**src/rtl/serial_adder_ctrl_if.sv**
```systemverilog
// Operand/result bus between the operand source (master) and the
// bit-serial adder controller (slave).
// Optional feature macro: SERIAL_ADDER_OVF_EN adds the ovf result bit.
interface serial_adder_ctrl_if #(
  parameter int WIDTH = 8
);
  logic             start;
  logic [WIDTH-1:0] a_in;
  logic [WIDTH-1:0] b_in;
  logic             cin;
  logic             busy;
  logic             done;
  logic [WIDTH-1:0] sum_out;
  logic             cout;
`ifdef SERIAL_ADDER_OVF_EN
  logic             ovf;

  modport master (
    output start, a_in, b_in, cin,
    input  busy, done, sum_out, cout, ovf
  );

  modport slave (
    input  start, a_in, b_in, cin,
    output busy, done, sum_out, cout, ovf
  );
`else
  modport master (
    output start, a_in, b_in, cin,
    input  busy, done, sum_out, cout
  );

  modport slave (
    input  start, a_in, b_in, cin,
    output busy, done, sum_out, cout
  );
`endif
endinterface

```
**src/rtl/serial_adder_ctrl.sv**
```systemverilog
// Bit-serial addition controller. Time-shares one external combinational
// full-adder cell: operands are presented LSB first, one bit per clock, the
// cell's carry is fed back through r_carry, and the result word is assembled
// in a shift register and published with a one-cycle done pulse.
// Optional feature macro: SERIAL_ADDER_OVF_EN adds a registered
// two's-complement overflow flag (bus.ovf).
module serial_adder_ctrl #(
  parameter int WIDTH = 8
) (
  input  logic                       i_clk,
  input  logic                       i_rst,
  serial_adder_ctrl_if.slave         bus,
  output logic                       o_fa_a,
  output logic                       o_fa_b,
  output logic                       o_fa_c,
  input  logic                       i_fa_sum,
  input  logic                       i_fa_carry
);

  localparam int              CW   = (WIDTH > 2) ? $clog2(WIDTH) : 1;
  localparam logic [CW-1:0]   LAST = CW'(WIDTH - 1);

  typedef enum logic [1:0] {
    S_IDLE = 2'd0,
    S_RUN  = 2'd1,
    S_DONE = 2'd2
  } state_t;

  state_t           r_state;
  state_t           w_next;
  logic [WIDTH-1:0] r_a_sr;
  logic [WIDTH-1:0] r_b_sr;
  logic [WIDTH-1:0] r_res_sr;
  logic             r_carry;
  logic [CW-1:0]    r_cnt;
  logic [WIDTH-1:0] r_sum_out;
  logic             r_cout;
  logic             w_accept;
  logic             w_last;
  logic [WIDTH-1:0] w_res_next;
`ifdef SERIAL_ADDER_OVF_EN
  logic             r_ovf;
`endif

  // START is only honoured outside RUN; the last bit is the one with cnt == WIDTH-1.
  assign w_accept   = bus.start && (r_state != S_RUN);
  assign w_last     = (r_state == S_RUN) && (r_cnt == LAST);
  // Current FA_SUM enters at the MSB while older bits move toward the LSB.
  assign w_res_next = {i_fa_sum, {(WIDTH-1){1'b0}}} | (r_res_sr >> 1);

  // State register.
  always_ff @(posedge i_clk) begin
    // NOTE: sequential state uses non-blocking (<=) so every register samples pre-edge values.
    if (i_rst) begin
      r_state <= S_IDLE;
    end else begin
      r_state <= w_next;
    end
  end

  // Next-state decode.
  always_comb begin
    // NOTE: default assigned first so no path through the case leaves w_next unassigned (no latch).
    w_next = r_state;
    case (r_state)
      S_IDLE:  if (bus.start) w_next = S_RUN;
      S_RUN:   if (w_last)    w_next = S_DONE;
      S_DONE:  w_next = bus.start ? S_RUN : S_IDLE;
      default: w_next = S_IDLE;
    endcase
  end

  // Operand/result shifting, carry feedback, bit counting and result publication.
  always_ff @(posedge i_clk) begin
    if (i_rst) begin
      // NOTE: datapath registers are cleared explicitly; an aborted operation must leave no residue.
      r_a_sr    <= '0;
      r_b_sr    <= '0;
      r_res_sr  <= '0;
      r_carry   <= 1'b0;
      r_cnt     <= '0;
      r_sum_out <= '0;
      r_cout    <= 1'b0;
`ifdef SERIAL_ADDER_OVF_EN
      r_ovf     <= 1'b0;
`endif
    end else if (w_accept) begin
      r_a_sr   <= bus.a_in;
      r_b_sr   <= bus.b_in;
      r_res_sr <= '0;
      r_carry  <= bus.cin;
      r_cnt    <= '0;
    end else if (r_state == S_RUN) begin
      r_a_sr   <= r_a_sr >> 1;
      r_b_sr   <= r_b_sr >> 1;
      r_res_sr <= w_res_next;
      r_carry  <= i_fa_carry;
      r_cnt    <= r_cnt + 1'b1;
      if (w_last) begin
        r_sum_out <= w_res_next;
        r_cout    <= i_fa_carry;
`ifdef SERIAL_ADDER_OVF_EN
        // r_carry still holds the carry into the MSB during the last bit.
        r_ovf     <= r_carry ^ i_fa_carry;
`endif
      end
    end
  end

  // Cell inputs come straight from registers, forced low outside RUN.
  assign o_fa_a = (r_state == S_RUN) & r_a_sr[0];
  assign o_fa_b = (r_state == S_RUN) & r_b_sr[0];
  assign o_fa_c = (r_state == S_RUN) & r_carry;

  assign bus.busy    = (r_state == S_RUN);
  assign bus.done    = (r_state == S_DONE);
  assign bus.sum_out = r_sum_out;
  assign bus.cout    = r_cout;
`ifdef SERIAL_ADDER_OVF_EN
  assign bus.ovf     = r_ovf;
`endif

endmodule

```
**src/flat_wrapper.sv**
```systemverilog
// flat-port wrapper written by rule: the top's interface ports become plain ports
module serial_adder_ctrl_flat 
#(
  parameter int WIDTH = 8
)
  (i_clk, i_rst, o_fa_a, o_fa_b, o_fa_c, i_fa_sum, i_fa_carry, bus_start, bus_a_in, bus_b_in, bus_cin, bus_busy, bus_done, bus_sum_out, bus_cout);
  serial_adder_ctrl_if #(.WIDTH(WIDTH)) bus_i ();
  input  logic i_clk;
  input  logic i_rst;
  output logic o_fa_a;
  output logic o_fa_b;
  output logic o_fa_c;
  input  logic i_fa_sum;
  input  logic i_fa_carry;
  input wire logic [$bits(bus_i.start)-1:0] bus_start;
  input wire logic [$bits(bus_i.a_in)-1:0] bus_a_in;
  input wire logic [$bits(bus_i.b_in)-1:0] bus_b_in;
  input wire logic [$bits(bus_i.cin)-1:0] bus_cin;
  output wire logic [$bits(bus_i.busy)-1:0] bus_busy;
  output wire logic [$bits(bus_i.done)-1:0] bus_done;
  output wire logic [$bits(bus_i.sum_out)-1:0] bus_sum_out;
  output wire logic [$bits(bus_i.cout)-1:0] bus_cout;
  assign bus_i.start = bus_start;
  assign bus_i.a_in = bus_a_in;
  assign bus_i.b_in = bus_b_in;
  assign bus_i.cin = bus_cin;
  assign bus_busy = bus_i.busy;
  assign bus_done = bus_i.done;
  assign bus_sum_out = bus_i.sum_out;
  assign bus_cout = bus_i.cout;
  serial_adder_ctrl #(.WIDTH(WIDTH)) u_core (.i_clk(i_clk), .i_rst(i_rst), .bus(bus_i), .o_fa_a(o_fa_a), .o_fa_b(o_fa_b), .o_fa_c(o_fa_c), .i_fa_sum(i_fa_sum), .i_fa_carry(i_fa_carry));
endmodule
```
**config.mk**
```make
export PLATFORM = sky130hd
export DESIGN_NAME = serial_adder_ctrl_flat
export DESIGN_NICKNAME = d
export VERILOG_FILES = /design/src/rtl/serial_adder_ctrl_if.sv /design/src/rtl/serial_adder_ctrl.sv /design/src/flat_wrapper.sv
export SDC_FILE = /design/constraint.sdc
export NUM_CORES = 1
export LEC_CHECK = 0
export ABC_CLOCK_PERIOD_IN_PS = 2650
export BUFFER_PORTS_ARGS = -buffer_cell sky130_fd_sc_hd__clkbuf_2
export CORE_MARGIN = 2
export CORE_UTILIZATION = 49
export DETAILED_ROUTE_END_ITERATION = 10
export PLACE_DENSITY = 0.73
export REMOVE_ABC_BUFFERS = 1
export SLEW_MARGIN = 30
export SYNTH_ARGS = -nofsm -noshare
export SYNTH_HDL_FRONTEND = slang
export SYNTH_SLANG_ARGS = --single-unit
```
**constraint.sdc**
```tcl
create_clock -name i_clk -period 2.65 [get_ports i_clk]
set_clock_uncertainty 0.15 [all_clocks]
set_input_delay 0.1325 -clock i_clk [delete_from_list [all_inputs] [get_ports i_clk]]
set_output_delay 0.1325 -clock i_clk [all_outputs]
set_load 0.05 [all_outputs]
```
Yosys cells after proc, flatten, opt, wreduce, memory -nomap -nowiden
Cells that the tools add are included.

Eq/ne operators: 6. Bitwise logic cells: 5. Add/sub/neg operators: 1. Muxes and demuxes: 10. Reduce and logical (&&, ||, !) cells: 7.

Operator list (number): $mux W8 (4); $or A8 B7 Y8 (1); $pmux W2 S3 (1); $mux W2 (2); $ne A2 B1 Y1 const B (2); $add A3 B1 Y3 const B (1); $and A1 B1 Y1 (3); $eq A3 B3 Y1 const B (1); $mux W1 (3); $reduce_and A3 Y1 (1); $eq A2 B1 Y1 const B (1); $eq A2 B2 Y1 const B (1); $logic_and A1 B1 Y1 (2); $logic_not A2 Y1 (1); $ne A2 B2 Y1 const B (1); $reduce_and A2 Y1 (1); $reduce_bool A2 Y1 (1); $reduce_or A2 Y1 (1); $not A1 Y1 (1).

Input bits: 22. Output and inout port bits: 14. Word-level logic and storage cells: 37. Register bits after elaboration: 39.

Longest topological paths before layout
Gate-level depths: netlist (run 1).

Depth in word-level cells: 4. Depth in mapped cells: 6. Gate-level depth less buffers: 5.

Worst setup path before layout (run 1)
Ideal clock, no wire load.

Path kind: register to output. From: register u_core.r_state[1]. To: output o_fa_a. Buffers on the path: 2. Cell stages (with the launch flop): 6. Data arrival time: 1.328 ns. Data required time: 2.368 ns. Setup slack: 1.039 ns. Path through: dfxtp_1 nand2b_1 buf_4 inv_4 buf_4 and2_1.

Word-level cells in the longest chain between the ends: 2.

Ends and longest elaborated chain: start: declaration (RTL line serial_adder_ctrl.sv:29) `state_t r_state;`; start signal: assignment (RTL line serial_adder_ctrl.sv:57) `r_state <= w_next;`; $eq A2 B1 Y1; via bus_busy (RTL line flat_wrapper.sv:19) `output wire logic [$bits(bus_i.busy)-1:0] bus_busy;`; $and A1 B1 Y1 (RTL line serial_adder_ctrl.sv:111) `assign o_fa_a = (r_state == S_RUN) & r_a_sr[0];`; end: declaration (RTL line flat_wrapper.sv:10) `output logic o_fa_a;`.

The timed path passes the listed nets, and every way through them passes these cells.

Worst setup path in the final report (run 1)
From: register u_core.r_state[0]. To: output o_fa_b.

Word-level cells in the longest chain between the ends: 2.

Ends and longest elaborated chain: $eq A2 B1 Y1 (RTL line serial_adder_ctrl.sv:112) `assign o_fa_b = (r_state == S_RUN) & r_b_sr[0];`; $and A1 B1 Y1 (RTL line serial_adder_ctrl.sv:112); end: declaration (RTL line flat_wrapper.sv:11) `output logic o_fa_b;`.

No other way between the ends.

==> results.py, run 1 <==
metrics = {
    "floorplan": {
        "core-area_mm2": 0.00308,
        "io_pins": 36,
        "die_h_um": 60.9,
        "start_util": 0.515,
        "dieArea_mm2": 0.00371,
        "rows": 20,
        "fp.dieW_um": 60.9,
    },
    "global_routing": {
        "gr-usage-met1": 0.203,
        "first_global_vias": 1188,
        "track_usage": 0.181,
        "gr-usage-met2": 0.318,
        "overflow": 0,
        "antenna_found_initial": 0,
        "gr-usage-met3": 0.0768,
        "grt_pass1_wl_um": 4930,
        "grt_max_degree": 32,
        "grt-busiest-layer": "met2",
    },
    "worst_setup_path": {
        "start_kind": "flop",
        "worstSetupPathType": "flop to primary output",
        "cpLargestDelayFamily": "buffers and inverters",
        "cp_num_buf_inv": 2,
        "path_cells": "nand2b_1 -> inv_4 -> and2_1 -> clkbuf_2",
        "cp.arrival_ps": 1700,
        "cpMaxStageDelayCell": "dfxtp_1",
        "max_stage_delay_ps": 400,
        "end_kind": "primary output",
        "crit_path_max_fanout": 16,
        "worst-endpoint-required_ps": 2370,
    },
    "clock_network": {
        "cts_sinks": 38,
        "cts_resized": 0,
        "cts_buffer_depth": 2,
        "h-tree-depth": 2,
        "cts_tree": "built",
        "cts_setup_buffers": 0,
        "root_buffer": "clkbuf_4",
        "numCtsBuffers": 5,
        "clk_latency_ps": 340,
        "clkTransAtPathRegs_ps": 100,
    },
    "place": {
        "gp_congestion": 0.685,
        "io_buffer_count": 35,
        "hpwlAfterDp_um": 1990,
    },
    "timing": {
        "finalSetupViolCount": 0,
        "tightest_slew_ps": 601,
        "fin_tns_setup_ps": 0,
        "final_max_slew_viol_count": 0,
        "finalHoldViolCount": 0,
        "clock.fmax_mhz": 505,
        "relSlewSlack": 0.599,
        "fin_crit_sh": 0.748,
        "fin_crit_ps": 1980,
        "rsz0062_at_grt": "false",
    },
    "power": {
        "p_total_w": 0.00107,
        "clockPowerShare": 0.289,
        "pwr-share-seq": 0.574,
        "leakage_nw": 0.838,
        "swShare": 0.258,
        "switchingPower_w": 0.000276,
        "max-vdd-ir-drop_mv": 0.345,
        "comb_power_share": 0.136,
        "pwr_density_cell_mw_per_mm2": 539,
        "p_int_w": 0.000792,
    },
    "detailed_routing": {
        "wl_per_cell_um": 10.9,
        "first_pass_iters": 3,
        "routed_via_density": 4.91,
        "vias": 1301,
        "initialDrtViolationCount": 33,
        "drc_errors": 0,
        "routed_wl_um": 2890,
        "ant_nets": 0,
    },
    "hold_path": {
        "hp-class": "primary input to flop",
    },
    "synth": {
        "synth_seq_cells": 38,
        "syn_avg_cell_area_um2": 9.27,
        "synth_commonest_cells": "dfxtp_1, nand2_1, mux2i_1, nor2_1, a211oi_1",
        "syn_inst": 171,
        "synth_ff_type": "dfxtp_1",
        "synth_cell_types": 25,
        "ys_warn_count": 0,
        "synth_most_common_cell": "dfxtp_1",
        "synth_top_area_cell": "dfxtp_1",
        "syn-cell-area_mm2": 0.00159,
        "netlist.area_leader.share": 0.480,
        "synthTopCellsByArea": "dfxtp_1, mux2i_1, nand2_1",
        "synth-edff-count": 0,
        "synth-async-reset-ratio": 0,
        "yosysSeqAreaShare": 0.480,
    },
    "cells_and_area": {
        "final_nets": 244,
        "n_antenna_cell": 0,
        "syn2layout_area_growth_pct": 25.0,
        "fill_cells": 286,
        "multi_input_area_um2": 719,
        "seqCellArea_um2": 761,
        "drive_above_1_share": 0.249,
    },
    "flow_run": {
        "drv_cap": 0,
    },
    "run_status": {
        "status": "completed",
    },
}
==> cell type report <==
cell class / count / share of cell area
Sequential cell: 38 / 0.384
Multi-Input combinational cell: 118 / 0.363
Timing Repair Buffer: 55 / 0.188
Tap cell: 44 / 0.0278
Clock buffer: 6 / 0.0259
Clock inverter: 2 / 0.00631
Inverter: 2 / 0.00505
==> kinds of logic after synthesis <==
logic type | after synthesis | synth area share
AND/OR/NAND/NOR | 63 | 0.166
flip-flops | 38 | 0.480
AO/OA/AOI/OAI | 35 | 0.159
multiplexers | 17 | 0.107
buffers and inverters | 15 | 0.0663
adder cells (fa/ha/maj) | 2 | 0.0158
XOR/XNOR | 1 | 0.00553
==> path summary, 6_finish.rpt <==
check,from,to,slack (ps),depth (start not counted)
worst min-delay path,i_rst,u_core.r_state[0]$_SDFFE_PP0P_,200,2
worst min register to register,u_core.bus.sum_out[7]$_SDFFE_PP0P_,u_core.bus.sum_out[7]$_SDFFE_PP0P_,310,2
worst max register to register,u_core.r_state[1]$_SDFFE_PP0P_,u_core.r_a_sr[4]$_SDFFE_PP0P_,980,4
worst max-delay path,u_core.r_state[0]$_SDFFE_PP0P_,o_fa_b,670,4
==> sequential cells by signal, indices dropped and copies added (netlist names) <==
signal	cells
u_core.r_b_sr	8
u_core.r_carry	1
u_core.r_state	2
u_core.r_res_sr	7
u_core.bus.cout	1
u_core.r_a_sr	8
u_core.bus.sum_out	8
u_core.r_cnt	3
==> repair_timing <==
action | CTS | global route
hold buffers | 19 | 0
setup endpoints to repair | 0 | 0
endpoints found under the hold margin | 20 | 0
==> cell usage in the layout, fill, tap and decap left out <==
cell type / instances
nand2b_1: 1
a2bb2oi_1: 1
dfxtp_1: 38
nand3b_1: 1
nor3_1: 2
dlygate4sd3_1: 19
xnor2_1: 1
a21oi_2: 9
inv_4: 1
clkbuf_2: 35
clkbuf_4: 5
ha_1: 2
clkinvlp_4: 1
and2_1: 3
nor2_1: 17
and3b_1: 1
clkinv_2: 1
nor2_2: 1
a211oi_1: 15
nor2b_1: 1
nand2_1: 36
inv_1: 1
clkbuf_8: 1
mux2i_1: 17
buf_4: 1
a21o_1: 1
a21oi_1: 9
==> metal layers <==
layer	routed length (µm)	share of wire
met1	1320	0.46
met3	114	0.039
met2	1430	0.50
met5	0	0
met4	24	0.0083
==> through the flow <==
stage / utilization / instances / worst slack (ps) / cell area [µm²] / hold slack, ps
after global placement: 0.561 / 238 / 1040 / 1730 / 230
final: 0.644 / 265 / 669 / 1980 / 199
after detailed placement: 0.561 / 238 / 960 / 1730 / 235
after floorplan: - / 158 / 477 / 1490 / 51.6
after global routing: 0.644 / 265 / 508 / 1980 / 223
after CTS: 0.644 / 265 / 634 / 1980 / 196
==> power by group through the flow <==
stage / clock network (W) / registers (W) / logic (W)
floorplan: 0 / 0.000622 / 0.0000814
global placement: 0 / 0.000625 / 0.000121
detailed placement: 0 / 0.000626 / 0.000126
CTS: 0.000319 / 0.000614 / 0.000147
global route: 0.000351 / 0.000618 / 0.000162
finish: 0.000309 / 0.000614 / 0.000145
(Power assumes the default switching activity.)
==> run 2: changes to the inputs <==
Settings changed: ABC_AREA set to 1, ABC_CLOCK_PERIOD_IN_PS 2650 to 1700, CORE_UTILIZATION 49 to 47, PLACE_DENSITY 0.73 to 0.74.
Clock period 2.65 ns to 1.7 ns, I/O delays scaled along.
==> results.py, run 2 <==
metrics = {
    "run_status": {
        "status": "completed",
    },
    "synth": {
        "netlist.area_leader.share": 0.471,
        "synth_seq_cells": 38,
        "synth_ff_type": "dfxtp_1",
        "syn_inst": 226,
        "ys_warn_count": 0,
        "syn-cell-area_mm2": 0.00161,
        "syn_avg_cell_area_um2": 7.14,
        "synth_top_area_cell": "dfxtp_1",
        "synth_cell_types": 18,
        "synth_commonest_cells": "nand2_1, nand3_1, dfxtp_1, inv_1, a21oi_1",
        "yosysSeqAreaShare": 0.471,
        "synthTopCellsByArea": "dfxtp_1, nand3_1, nand2_1",
        "synth_most_common_cell": "nand2_1",
        "synth-edff-count": 0,
        "synth-async-reset-ratio": 0,
    },
    "cells_and_area": {
        "final_nets": 310,
        "drive_above_1_share": 0.199,
        "layout_commonest_cell": "nand2_1",
        "multi_input_area_um2": 696,
        "syn2layout_area_growth_pct": 32.4,
        "seqCellArea_um2": 761,
        "fill_cells": 318,
        "n_antenna_cell": 0,
        "final_cells": 333,
        "post-route-util": 0.646,
        "final_cell_mix": "nand2_1, nand3_1, dfxtp_1",
    },
    "power": {
        "max-vdd-ir-drop_mv": 0.651,
        "leakage_nw": 1.07,
        "pwr_density_cell_mw_per_mm2": 786,
    },
    "worst_setup_path": {
        "path_cells": "inv_1 -> nand2_2 -> buf_12 -> nor2_1 -> clkbuf_4",
        "worst-endpoint-required_ps": 1460,
        "max_stage_delay_ps": 350,
        "crit_path_max_fanout": 35,
        "end_kind": "primary output",
        "r2r-start": "u_core.r_cnt[0]$_SDFFE_PP0N_",
        "worstSetupPathType": "flop to primary output",
        "start_kind": "flop",
        "cpLargestDelayFamily": "buffers and inverters",
        "cpMaxStageDelayCell": "dfxtp_1",
        "rr_worst_depth": 7,
        "reg2reg_slack_ps": 170,
        "cp.arrival_ps": 1390,
        "reg2reg_to": "u_core.bus.sum_out[4]$_SDFFE_PP0P_",
        "cp_num_buf_inv": 3,
    },
    "hold_path": {
        "min-delay-start": "bus_start",
        "worst_hold_path.num_cells": 4,
        "hp-class": "primary input to flop",
        "worst_hold_path.endpoint": "u_core.r_state[0]$_SDFFE_PP0P_",
    },
    "clock_network": {
        "cts_buffer_depth": 2,
        "numCtsBuffers": 5,
        "cts_sinks": 38,
        "clkTransAtPathRegs_ps": 100,
        "clk_latency_ps": 340,
        "h-tree-depth": 2,
        "root_buffer": "clkbuf_4",
        "cts_tree": "built",
    },
    "global_routing": {
        "antenna_found_initial": 0,
        "track_usage": 0.197,
        "grt_max_degree": 36,
        "grt_pass1_wl_um": 6180,
        "overflow": 0,
        "first_global_vias": 1470,
    },
    "detailed_routing": {
        "wl_per_cell_um": 10.5,
        "drc_errors": 0,
        "routed_via_density": 4.67,
        "ant_nets": 0,
        "routed_wl_um": 3500,
        "first_pass_iters": 4,
        "initialDrtViolationCount": 113,
        "vias": 1556,
    },
    "timing": {
        "finalSetupViolCount": 0,
        "final_max_slew_viol_count": 0,
        "relSlewSlack": 0.720,
        "tightest_slew_ps": 420,
        "rsz0062_at_grt": "true",
        "clock.fmax_mhz": 616,
        "fin_crit_ps": 1620,
        "fin_tns_setup_ps": 0,
        "fin_crit_sh": 0.954,
        "finalHoldViolCount": 0,
    },
    "floorplan": {
        "core-area_mm2": 0.00331,
        "die_h_um": 62.6,
        "start_util": 0.488,
        "rows": 21,
        "fp.dieW_um": 62.6,
        "io_pins": 36,
        "dieArea_mm2": 0.00392,
    },
    "place": {
        "gp_congestion": 0.734,
        "hpwlAfterDp_um": 2270,
        "io_buffer_count": 35,
        "place_inst": 305,
    },
    "flow_run": {
        "drv_cap": 0,
    },
}
==> run 2: timing repair <==
item | in CTS | in global routing
buffers inserted | 0 | 0
setup endpoints to repair | 0 | 10
hold buffers | 20 | 0
resized for setup | 0 | 11
hold endpoints to repair | 21 | 0
==> run 2: how the worst max path moves through the flow <==
stage | from | endpoint | slack, ps | depth (start not counted)
final | u_core.r_state[1]$_SDFFE_PP0P_ | o_fa_b | 80 | 5
after detailed placement | u_core.r_cnt[0]$_SDFFE_PP0N_ | u_core.bus.sum_out[0]$_SDFFE_PP0P_ | 130 | 7
after floorplan | u_core.r_state[1]$_SDFFE_PP0P_ | o_fa_a | -60 | 3
after global placement | u_core.r_cnt[0]$_SDFFE_PP0N_ | u_core.bus.sum_out[0]$_SDFFE_PP0P_ | 210 | 7
after global routing | u_core.r_state[1]$_SDFFE_PP0P_ | o_fa_b | -20 | 5
after CTS | u_core.r_state[1]$_SDFFE_PP0P_ | o_fa_b | 30 | 5
==> run 2: metal layers <==
metal  vias up  part of all wire  global-route usage  routed length [µm]
li1        835                 -                   -                   -
met1       687              0.48               0.240                1660
met2        27              0.47               0.335                1660
met3         7             0.033              0.0432                 114
met4         0             0.018              0.0833                  64
met5         -                 0                   0                   0
==> run 2: logic make-up (layout without fill, tap and decap cells) <==
logic type	count (synthesis)	after routing	share of synthesized area
adders and majority gates	2	2	0.0155
AOI/OAI and AO/OA	14	14	0.0457
and+or+nand+nor	135	135	0.364
xor gates and xnor gates	1	1	0.00543
buffers and inverters	36	97	0.0977
DFF	38	38	0.471
==> run 2: stage by stage <==
step | hold WS, ps | power (W) | worst slack, ps | area, µm²
floorplan | 4.07 | 0.00108 | -56.4 | 1550
detailed placement | 146 | 0.00118 | 134 | 1860
global route | 83.9 | 0.00178 | -16.4 | 2140
CTS | 58.8 | 0.00169 | 33.4 | 2120
finish | 72.2 | 0.00168 | 77.7 | 2140
global placement | 148 | 0.00118 | 209 | 1860
==> run 2: worst min-delay path, delay by kind of cell <==
family | cells | cell delay [ps]
buffers and inverters | 2 | 290
and+or+nand+nor | 1 | 90
AOI/OAI and AO/OA | 1 | 50
==> run 2: layout make-up <==
class / count / share of cell area
clock inverter: 1 / 0.00234
clock buffer: 7 / 0.0258
tap: 46 / 0.0269
multi-input combinational: 152 / 0.326
inverter: 25 / 0.0457
sequential: 38 / 0.356
timing repair buffer: 64 / 0.218
==> run 2: power breakdown <==
group,total (W),switching [W],internal [W]
sequential,0.000937,0.0000156,0.000921
clock,0.000484,0.000284,0.000201
combinational,0.000259,0.000142,0.000117
==> run 3: changes to the inputs <==
Settings changed: CORE_UTILIZATION 47 to 25, MAX_ROUTING_LAYER set to met4, PLACE_DENSITY 0.74 to unset.
==> results.py, run 3 (synthesis results as in run 2) <==
metrics = {
    "run_status": {
        "status": "completed",
    },
    "timing": {
        "fin_crit_sh": 0.948,
        "rsz0062_at_grt": "false",
        "final_max_slew_viol_count": 0,
        "finalSetupViolCount": 0,
        "tightest_slew_ps": 437,
        "fin_crit_ps": 1610,
        "setup_ws_ps": 87.8,
        "relSlewSlack": 0.709,
        "finalHoldViolCount": 0,
        "clock.fmax_mhz": 620,
    },
    "floorplan": {
        "io_pins": 36,
        "core-area_mm2": 0.00631,
        "dieArea_mm2": 0.00711,
        "start_util": 0.256,
        "fp.dieW_um": 84.4,
        "rows": 29,
        "die_h_um": 84.4,
    },
    "place": {
        "io_buffer_count": 35,
        "post_dp_cell_area_mm2": 0.00189,
        "place_inst": 335,
        "hpwlAfterDp_um": 2600,
        "gp_congestion": 0.730,
        "dp_slack_ps": 162,
    },
    "worst_setup_path": {
        "worstSetupPathType": "flop to primary output",
        "start_kind": "flop",
        "worst-endpoint-required_ps": 1460,
        "crit_end": "o_fa_a",
        "reg2reg_slack_ps": 140,
        "crit_start": "u_core.r_state[1]$_SDFFE_PP0P_",
        "r2r-start": "u_core.r_cnt[0]$_SDFFE_PP0N_",
        "path_cells": "inv_1 -> nand2_2 -> buf_12 -> nor2_1 -> clkbuf_2",
        "cp.arrival_ps": 1380,
        "max_stage_delay_ps": 340,
        "reg2reg_to": "u_core.bus.sum_out[0]$_SDFFE_PP0P_",
        "end_kind": "primary output",
        "cpMaxStageDelayCell": "dfxtp_1",
        "rr_worst_depth": 7,
        "crit_path_max_fanout": 35,
    },
    "clock_network": {
        "root_buffer": "clkbuf_8",
        "clk_latency_ps": 290,
        "numCtsBuffers": 5,
        "cts_sinks": 38,
        "h-tree-depth": 2,
        "cts_setup_buffers": 0,
        "cts_buffer_depth": 2,
        "cts_tree": "built",
        "clkTransAtPathRegs_ps": 70,
    },
    "detailed_routing": {
        "routed_wl_um": 3760,
        "first_pass_iters": 4,
        "routed_via_density": 4.36,
        "vias": 1583,
        "initialDrtViolationCount": 92,
        "wl_per_cell_um": 10.4,
        "drc_errors": 0,
        "ant_nets": 0,
    },
    "cells_and_area": {
        "seqCellArea_um2": 761,
        "final_nets": 309,
        "layout_commonest_cell": "nand2_1",
        "fin_area_mm2": 0.00219,
        "fill_cells": 711,
        "multi_input_area_um2": 696,
        "post-route-util": 0.347,
        "n_antenna_cell": 0,
        "final_cells": 363,
        "syn2layout_area_growth_pct": 35.7,
        "drive_above_1_share": 0.192,
        "final_cell_mix": "nand2_1, nand3_1, dfxtp_1",
    },
    "flow_run": {
        "drv_cap": 0,
    },
    "global_routing": {
        "grt_pass1_wl_um": 6550,
        "grt_max_degree": 36,
        "track_usage": 0.116,
        "overflow": 0,
        "antenna_found_initial": 0,
        "first_global_vias": 1472,
    },
    "power": {
        "max-vdd-ir-drop_mv": 0.359,
        "leakage_nw": 1.08,
        "pwr_density_cell_mw_per_mm2": 838,
    },
    "hold_path": {
        "hp-class": "primary input to flop",
    },
}
run 3: changes by cell type in the layout (fill, tap and decap cells not counted), sizes merged:
cell and change:
buf -3, clkinvlp -1, clkinv +1, clkbuf +2
run 3: power by group:
part           leakage [nW]  internal (W)  switching [W]
clock network        0.0482      0.000327       0.000316
logic                 0.720      0.000114       0.000142
registers             0.309      0.000921      0.0000160
run 3: worst min path at each step:
stage               startpoint                        endpoint  slack, ps  cells past startpoint
finish               bus_start  u_core.r_state[0]$_SDFFE_PP0P_        110                      4
global placement    i_fa_carry    u_core.bus.cout$_SDFFE_PP0P_        150                      3
detailed placement  i_fa_carry    u_core.bus.cout$_SDFFE_PP0P_        150                      3
floorplan                i_rst   u_core.r_a_sr[7]$_SDFFE_PP0P_          4                      1
global route         bus_start  u_core.r_state[0]$_SDFFE_PP0P_        140                      4
CTS                  bus_start  u_core.r_state[0]$_SDFFE_PP0P_        110                      4
run 3: cell type report:
type                            instances  area share
Multi-Input combinational cell        152       0.318
Sequential cell                        38       0.347
Inverter                               25      0.0428
Clock inverter                          1     0.00228
Timing Repair Buffer                   63       0.207
Clock buffer                            7      0.0394
Tap cell                               77      0.0440
run 3: per-layer routing:
metal / share of wire / up-vias / wire (µm) / track usage
met2: 0.45 / 37 / 1690 / 0.181
met4: 0.016 / 0 / 59 / 0.0505
li1: - / 834 / - / -
met5: 0 / - / 0 / -
met1: 0.49 / 707 / 1830 / 0.142
met3: 0.049 / 5 / 183 / 0.0315
run 3: worst max-delay path, delay by kind of cell, from the launching register on:
family                 cells  cell delay, ps
buffers and inverters      3             550
flip-flops                 1             340
AND/OR/NAND/NOR            2             190
run 3: timing repair:
action                     4_1_cts  5_1_grt
hold endpoints to repair        21        0
setup endpoints to repair        0        2
resized for setup                0        4
hold buffers                    20        0
run 3: through the flow:
step,total power [W],setup TNS [ps],hold slack (ps)
6_report,0.00184,0,109
5_1_grt,0.00193,0,141
4_1_cts,0.00186,0,107
3_5_place_dp,0.00118,0,147
3_3_place_gp,0.00117,0,150
2_1_floorplan,0.00108,-169,4.07
